--- src/rtl/loader_pkg.sv ---
// Shared types and constants for the serial program loader.
package loader_pkg;

    typedef enum logic [2:0] {
        StIdle,
        StMagic,
        StCntLo,
        StCntHi,
        StData,
        StCsum,
        StDone,
        StErr
    } state_e;

    localparam logic [7:0] MagicByte = 8'hA5;
    localparam int unsigned CountW = 16;

endpackage

--- src/rtl/word_assembler.sv ---
// Packs received bytes little-endian into 32-bit words and pulses word_valid_o
// the cycle after the fourth byte of each word.
module word_assembler (
    input  logic        clk_i,
    input  logic        rst_i,
    input  logic        clear_i,
    input  logic        byte_valid_i,
    input  logic [7:0]  byte_data_i,
    output logic        last_byte_o,
    output logic        word_valid_o,
    output logic [31:0] word_o
);

    logic [1:0]  idx_q;
    logic [31:0] word_q;
    logic        valid_q;

    assign last_byte_o  = (idx_q == 2'd3);
    assign word_valid_o = valid_q;
    assign word_o       = word_q;

    always_ff @(posedge clk_i) begin
        if (rst_i) begin
            idx_q   <= 2'd0;
            word_q  <= 32'd0;
            valid_q <= 1'b0;
        end else if (clear_i) begin
            idx_q   <= 2'd0;
            valid_q <= 1'b0;
        end else begin
            valid_q <= byte_valid_i && (idx_q == 2'd3);
            if (byte_valid_i) begin
                word_q[8*idx_q +: 8] <= byte_data_i;
                idx_q                <= idx_q + 2'd1;
            end
        end
    end

endmodule

--- src/rtl/program_loader.sv ---
// Receives a framed program image over a byte stream, writes it into instruction
// memory and releases the CPU from reset once the checksum verifies.
module program_loader
    import loader_pkg::*;
#(
    parameter int unsigned TIMEOUT  = 1000000,
    parameter int unsigned IM_WORDS = 256
) (
    input  logic        clk,
    input  logic        rst,
    input  logic        start,
    input  logic        rx_valid,
    input  logic [7:0]  rx_data,
    output logic        IM_we,
    output logic [31:0] IM_addr,
    output logic [31:0] IM_data,
    output logic        cpu_rst,
    output logic        busy,
    output logic        done,
    output logic        err
);

    localparam int unsigned IdleW = $clog2(TIMEOUT + 1);

    state_e              state_q, state_d;
    logic [CountW-1:0]   cnt_q;
    logic [CountW-1:0]   word_idx_q;
    logic [7:0]          csum_q;
    logic [IdleW-1:0]    idle_q;
    logic [31:0]         addr_q;
    logic                busy_q, done_q, err_q, cpu_rst_q;

    logic                arm, in_data, counting, timed_out, last_byte;
    logic [CountW-1:0]   count_full;

    assign arm       = start && (state_q inside {StIdle, StDone, StErr});
    assign in_data   = rx_valid && (state_q == StData);
    assign counting  = state_q inside {StCntLo, StCntHi, StData, StCsum};
    assign timed_out = !rx_valid && (idle_q == IdleW'(TIMEOUT - 1));
    assign count_full = {rx_data, cnt_q[7:0]};

    word_assembler u_word_assembler (
        .clk_i        (clk),
        .rst_i        (rst),
        .clear_i      (arm),
        .byte_valid_i (in_data),
        .byte_data_i  (rx_data),
        .last_byte_o  (last_byte),
        .word_valid_o (IM_we),
        .word_o       (IM_data)
    );

    always_comb begin
        state_d = state_q;
        case (state_q)
            StIdle, StDone, StErr: if (start) state_d = StMagic;
            StMagic: if (rx_valid && rx_data == MagicByte) state_d = StCntLo;
            StCntLo: begin
                if (rx_valid)       state_d = StCntHi;
                else if (timed_out) state_d = StErr;
            end
            StCntHi: begin
                if (rx_valid) begin
                    if (32'(count_full) > IM_WORDS) state_d = StErr;
                    else if (count_full == '0)     state_d = StCsum;
                    else                           state_d = StData;
                end else if (timed_out) begin
                    state_d = StErr;
                end
            end
            StData: begin
                if (rx_valid) begin
                    if (last_byte && word_idx_q == cnt_q - 16'd1) state_d = StCsum;
                end else if (timed_out) begin
                    state_d = StErr;
                end
            end
            StCsum: begin
                if (rx_valid)       state_d = (rx_data == csum_q) ? StDone : StErr;
                else if (timed_out) state_d = StErr;
            end
            default: state_d = StIdle;
        endcase
    end

    always_ff @(posedge clk) begin
        if (rst) begin
            state_q    <= StIdle;
            cnt_q      <= '0;
            word_idx_q <= '0;
            csum_q     <= 8'd0;
            idle_q     <= '0;
            addr_q     <= 32'd0;
            busy_q     <= 1'b0;
            done_q     <= 1'b0;
            err_q      <= 1'b0;
            cpu_rst_q  <= 1'b1;
        end else begin
            state_q   <= state_d;
            // Status flags track the state being entered so they line up with state_q.
            busy_q    <= state_d inside {StMagic, StCntLo, StCntHi, StData, StCsum};
            done_q    <= (state_d == StDone);
            err_q     <= (state_d == StErr);
            cpu_rst_q <= (state_d != StDone);
            if (arm) begin
                cnt_q      <= '0;
                word_idx_q <= '0;
                csum_q     <= 8'd0;
                idle_q     <= '0;
            end else begin
                if (counting) idle_q <= rx_valid ? '0 : idle_q + IdleW'(1);
                if (rx_valid && state_q == StCntLo) cnt_q[7:0]  <= rx_data;
                if (rx_valid && state_q == StCntHi) cnt_q[15:8] <= rx_data;
                if (in_data) begin
                    csum_q <= csum_q ^ rx_data;
                    if (last_byte) begin
                        addr_q     <= {14'd0, word_idx_q, 2'b00};
                        word_idx_q <= word_idx_q + 16'd1;
                    end
                end
            end
        end
    end

    assign IM_addr = addr_q;
    assign busy    = busy_q;
    assign done    = done_q;
    assign err     = err_q;
    assign cpu_rst = cpu_rst_q;

endmodule

--- config.mk ---
export PLATFORM = sky130hd
export DESIGN_NAME = program_loader
export DESIGN_NICKNAME = d
export VERILOG_FILES = /design/src/rtl/loader_pkg.sv /design/src/rtl/word_assembler.sv /design/src/rtl/program_loader.sv
export SDC_FILE = /design/constraint.sdc
export NUM_CORES = 1
export LEC_CHECK = 0
export BUFFER_PORTS_ARGS = -buffer_cell sky130_fd_sc_hd__buf_4
export CORE_UTILIZATION = 57
export CTS_CLUSTER_SIZE = 8
export DETAILED_ROUTE_END_ITERATION = 10
export PLACE_DENSITY_LB_ADDON = 0.08
export SYNTH_ARGS = -nofsm -noshare
export SYNTH_HDL_FRONTEND = slang
export SYNTH_SLANG_ARGS = --single-unit
--- constraint.sdc ---
create_clock -name clk -period 2.2 [get_ports clk]
set_input_delay 0.44 -clock clk [delete_from_list [all_inputs] [get_ports clk]]
set_output_delay 0.44 -clock clk [all_outputs]
set_load 0.01 [all_outputs]
* Word level (Yosys, flattened, before mapping) *
Index checks and enable logic that the tools add are counted.

word-level totals
  bits in registers = 118
  input bits = 12
  output and inout port bits = 69

cells by class
  add/sub/neg operators = 5
  order comparisons = 1
  equality and inequality tests = 20
  shifts and indexed selects = 2
  mux-type cells = 14
  bitwise gates (word level) = 2
  reductions and logical operators = 19

operator list
  cell                                                                      count
  5-bit negation with 34-bit output                                         1
  8-bit by 34-bit variable shift with 32-bit output (first input constant)  1
  8-bit by 34-bit variable part select with 32-bit output                   1
  32-bit bitwise mux                                                        1
  3-bit equality test (second input constant)                               8
  3-bit 2-to-1 mux                                                          8
  20-bit by 1-bit adder with 20-bit output (second input constant)          1
  20-bit equality test (second input constant)                              1
  20-bit 2-to-1 mux                                                         1
  3-bit case mux with 6 select lines                                        1
  16-bit by 1-bit adder with 16-bit output (second input constant)          1
  16-bit equality test                                                      1
  16-bit by 9-bit > comparator with 1-bit output (second input constant)    1
  16-bit zero test                                                          1
  16-bit by 1-bit subtractor with 16-bit output (second input constant)     1
  3-bit by 2-bit equality test with 1-bit output (second input constant)    4
  8-bit equality test                                                       1
  8-bit equality test (second input constant)                               1
  1-bit logical AND                                                         8
  8-bit bitwise XOR                                                         1
  3-bit by 1-bit equality test with 1-bit output (second input constant)    2
  5-bit nonzero test                                                        1
  2-bit AND reduction                                                       2
  4-bit nonzero test                                                        1
  12 further kinds                                                          13

* Logic depth before layout (Yosys ltp) *
  depth after elaboration = 8
  depth in mapped cells = 10

* Cells and area by module *
A second synthesis with hierarchy kept.

second synthesis, totals
  cell total of the unflattened synthesis = 650
  area total of the unflattened synthesis = 5,680.4 um^2

modules (own cells, without submodules)
  module          instances  cells each  area each (um^2)
  program_loader  1          524         4,287.9
  word_assembler  1          126         1,392.6

* Worst setup path before layout *
OpenSTA, ideal clock, no wires.

  path kind = register -> register
  start point = reg cnt_q[0]
  end point = reg done_q, in the netlist done
  library setup time = 0.115 ns
  data arrival time = 1.891 ns
  required time = 2.085 ns
  setup slack = 0.194 ns
  stages on the path, launching flop included = 11
  path through = dfxtp_1 > inv_1 > ha_1 > buf_2 > nor3b_1 > a21oi_1 > o32ai_1 > a22oi_1 > nor4_1 > a31oi_1 > and2_1

between the ends
  cells in the longest elaborated chain, start to end = 7
  elaborated cells between the ends (all ways) = 12
  those cells by class = 1 x add/sub; 1 x order compare; 2 x eq/ne; 6 x mux; 2 x reduce/logical

ends and longest elaborated chain
  what                                           RTL line               text
  start, declared                                program_loader.sv:26   logic [CountW-1:0] cnt_q;
  start signal, assigned                         program_loader.sv:112  if (rx_valid && state_q == StCntLo) cnt_q[7:0] <= rx_data;
  16-bit by 1-bit subtractor with 16-bit output  program_loader.sv:73   if (last_byte && word_idx_q == cnt_q - 16'd1) state_d = StCsum;
  16-bit equality test                           program_loader.sv:73
  1-bit logical AND                              program_loader.sv:73
  3-bit 2-to-1 mux                               program_loader.sv:73
  3-bit 2-to-1 mux                               program_loader.sv:72   if (rx_valid) begin
  3-bit case mux with 6 select lines (*)         program_loader.sv:55   case (state_q)
  3-bit equality test (*)                        program_loader.sv:102  done_q <= (state_d == StDone);
  end signal, assigned                           program_loader.sv:102
  end, declared                                  program_loader.sv:31   logic busy_q, done_q, err_q, cpu_rst_q;

Mark *: on every way between the ends. The rest lies on a longest branch, timed or not.
A chain may end at the register's enable or synchronous reset.

* Worst setup path in the final report *
Ends and elaborated chain as after synthesis.

==> results.py <==
metrics = {
    "synth": {
        "async_reset_ff_frac": 0,
        "synthFlopType": "dfxtp_1",
        "ys_seq_area_frac": 0.4160,
        "synthCells": 709,
        "ys_ff_latch": 118,
        "synth_edf_count": 0,
        "synthDistinctLibCells": 55,
        "synth_warnings": 0,
        "syn_area_um2": 5679,
        "avgSynthCellArea_um2": 8.010,
    },
    "floorplan": {
        "die_x_um": 101.8,
        "die_h_um": 101.8,
        "num_rows": 36,
        "io_pins": 81,
        "start_util": 0.5837,
        "die_area_um2": 10370,
        "coreArea_um2": 9729,
    },
    "cells_and_area": {
        "fin_area_um2": 7178,
        "layout_common_cells": "140 x nand2_1, 113 x dfxtp_1, 113 x buf_4",
        "syn2layout_area_growth_pct": 26.39,
        "antenna_cells": 0,
        "nets": 815,
        "final_layout_size_suffix_gt1_frac": 0.2233,
        "final_common_cell": "nand2_1",
    },
    "setup_path": {
        "critPathLaunchType": "flop",
        "critPathMaxFanout": 4,
        "end_kind": "flop",
        "cp.required_ns": 2.62,
        "critPathMaxStageDelay_ns": 0.32,
        "cp_slowest_cell": "dfxtp_2",
        "critPathKind": "flop to flop",
        "crit_arrival_ns": 2.56,
        "crit_chain": "inv_1 -> ha_2 -> buf_6 -> nor3b_2 -> a21oi_2 -> o32ai_2 -> a22oi_2 -> nor4_2 -> a31oi_1 -> buf_4 -> and2_1",
    },
    "pwr": {
        "p_int_mw": 4.049,
        "power_switching_mw": 1.055,
        "power_mw": 5.104,
        "ir_worst_vdd_mv": 0.5981,
        "p_comb_frac": 0.030,
        "p_sw_frac": 0.2068,
        "p_seq_frac": 0.419,
        "p_leak_nw": 2.794,
        "power.density_nw_per_um2": 711.1,
        "clkPwrFrac": 0.550,
    },
    "clocking": {
        "cts.sinks": 118,
        "cts_max_level": 4,
        "cts_buffers": 17,
        "cts_tree": "built",
        "clk_pin_slew_ns": 0.06,
        "clk_path_buf_depth": 2,
        "cts_root_buf": "clkbuf_8",
        "clk_latency_ns": 0.53,
    },
    "sta": {
        "period_share": 0.9739,
        "slew_viol_final": 0,
        "relSlewSlack": 0.6019,
        "finalHoldViolCount": 0,
        "tightest_slew_ns": 0.5972,
        "setup_viol": 0,
        "min_period_ns": 2.143,
        "rsz0062_at_grt": "yes",
        "fmax_mhz": 466.7,
        "fin_worst_skew_ns": 0.005162,
        "tns_ns": 0,
    },
    "route": {
        "drc": 0,
        "drt_iter0_markers": 208,
        "viasPerCell": 5.501,
        "wl_um": 14500,
        "ant_nets": 0,
        "dr.pass1.iters": 5,
        "wl_per_cell_um": 15.44,
        "route.vias.total": 5165,
    },
    "place": {
        "dpl.hpwl_um": 9726,
        "port_buffers": 64,
        "gp_congestion": 0.8694,
        "place_area_um2": 6429,
    },
    "global_routing": {
        "grt_pass1_vias": 4857,
        "gr-usage-all-layers": 0.2894,
        "antenna_found_initial": 0,
        "grt_pass1_wl_um": 22900,
        "grt_max_degree": 43,
        "overflow": 0,
    },
    "job": {
        "cap_violations": 0,
    },
    "outcome": {
        "status": "finished clean",
    },
    "min_path": {
        "hp-class": "primary input to flop",
    },
}
-- metal layers --
layer / share of wire / vias up / GRT usage / wire (µm)
met5: 0 / - / 0 / 0
met4: 0.024 / 0 / 0.1143 / 353
met3: 0.047 / 30 / 0.09234 / 677
met2: 0.51 / 133 / 0.5161 / 7455
met1: 0.41 / 2481 / 0.3201 / 6012
li1: - / 2521 / - / -
-- Yosys cell counts, drive strengths merged (2+ instances only) --
cell type,instances,area share
and3,7,0.0077
a211oi,3,0.0040
nor3,13,0.011
nand2,141,0.093
nor4,10,0.016
nor2b,7,0.0077
mux2i,2,0.0035
a21oi,72,0.063
buf,27,0.033
xnor2,27,0.042
o21ai,5,0.0044
inv,7,0.0046
nor2,63,0.042
nor4bb,2,0.0035
and3b,2,0.0031
a21o,3,0.0040
clkbuf,38,0.025
xor2,43,0.068
a22oi,2,0.0026
o31ai,3,0.0040
ha,9,0.020
nand4,14,0.015
and4,6,0.0093
and2,10,0.011
or3,5,0.0055
nand3b,2,0.0026
nand3,42,0.038
a31oi,6,0.0093
nor3b,4,0.0053
dfxtp,118,0.42
-- cells by family after synthesis --
family | after synthesis | share of synthesized area
and+or+nand+nor | 333 | 0.2796
xor gates and xnor gates | 70 | 0.1093
buffers and inverters | 72 | 0.06345
adders and majority gates | 9 | 0.01983
muxes | 2 | 0.003525
AOI/OAI and AO/OA | 104 | 0.1077
other | 1 | 0.0006603
DFF | 118 | 0.4160
-- per-stage QoR --
step	util	hold slack (ns)	cells	setup WS, ns
floorplan	-	0.4496	724	0.1943
global placement	0.6608	0.4416	905	0.1162
detailed placement	0.6608	0.4450	905	0.08930
CTS	0.7231	0.2260	936	0.07077
global route	0.7378	0.2272	939	-0.03832
finish	0.7378	0.2514	939	0.05749
-- critical path: cells and delay by family, from the launching register on --
family,cells,cell delay [ns]
AOI/OAI and AO/OA,4,0.58
adders and majority gates,1,0.18
buffers and inverters,3,0.32
DFF,1,0.32
and+or+nand+nor,3,0.65
-- sequential cells by signal, summed over array words and instances, names as in the netlist --
register                       count
u_word_assembler.word_valid_o      1
word_idx_q                        16
cnt_q                             16
idle_q                            20
u_word_assembler.word_o           32
state_q                            3
err                                1
cpu_rst                            1
u_word_assembler.idx_q             2
csum_q                             8
IM_addr                           16
busy                               1
done                               1
-- worst paths after layout --
| check | startpoint | end | slack (ns) | cells after the start |
|---|---|---|---|---|
| worst min register to register | u_word_assembler.word_o[3] | u_word_assembler.word_o[3] | 0.45 | 2 |
| worst min-delay path | rx_data[7] | cnt_q[7] | 0.25 | 3 |
| worst max register to register | cnt_q[0] | done | 0.06 | 11 |
| worst max-delay path | cnt_q[0] | done | 0.06 | 11 |
-- power groups by stage --
| stage | clock network [mW] | logic (mW) | registers [mW] |
|---|---|---|---|
| finish | 2.81 | 0.154 | 2.14 |
| global route | 2.94 | 0.165 | 2.14 |
| CTS | 2.84 | 0.151 | 2.14 |
| detailed placement | 0 | 0.150 | 2.19 |
| global placement | 0 | 0.149 | 2.19 |
| floorplan | 0 | 0.110 | 2.19 |
-- final cells by class --
class | count | area (µm²)
multi-input combinational | 534 | 3117
fill | 781 | 2551
sequential | 118 | 2371
timing repair buffer | 116 | 890.9
clock buffer | 23 | 486.7
tap | 133 | 166.4
clock inverter | 8 | 120.1
inverter | 7 | 26.28
-- timing repair --
action | CTS | global route
endpoints found under the hold margin | 0 | 0
setup endpoints to repair | 0 | 5
buffers inserted | 0 | 3
resized for setup | 0 | 29
hold buffers | 0 | 0
Power figures use the tool's default switching activity.
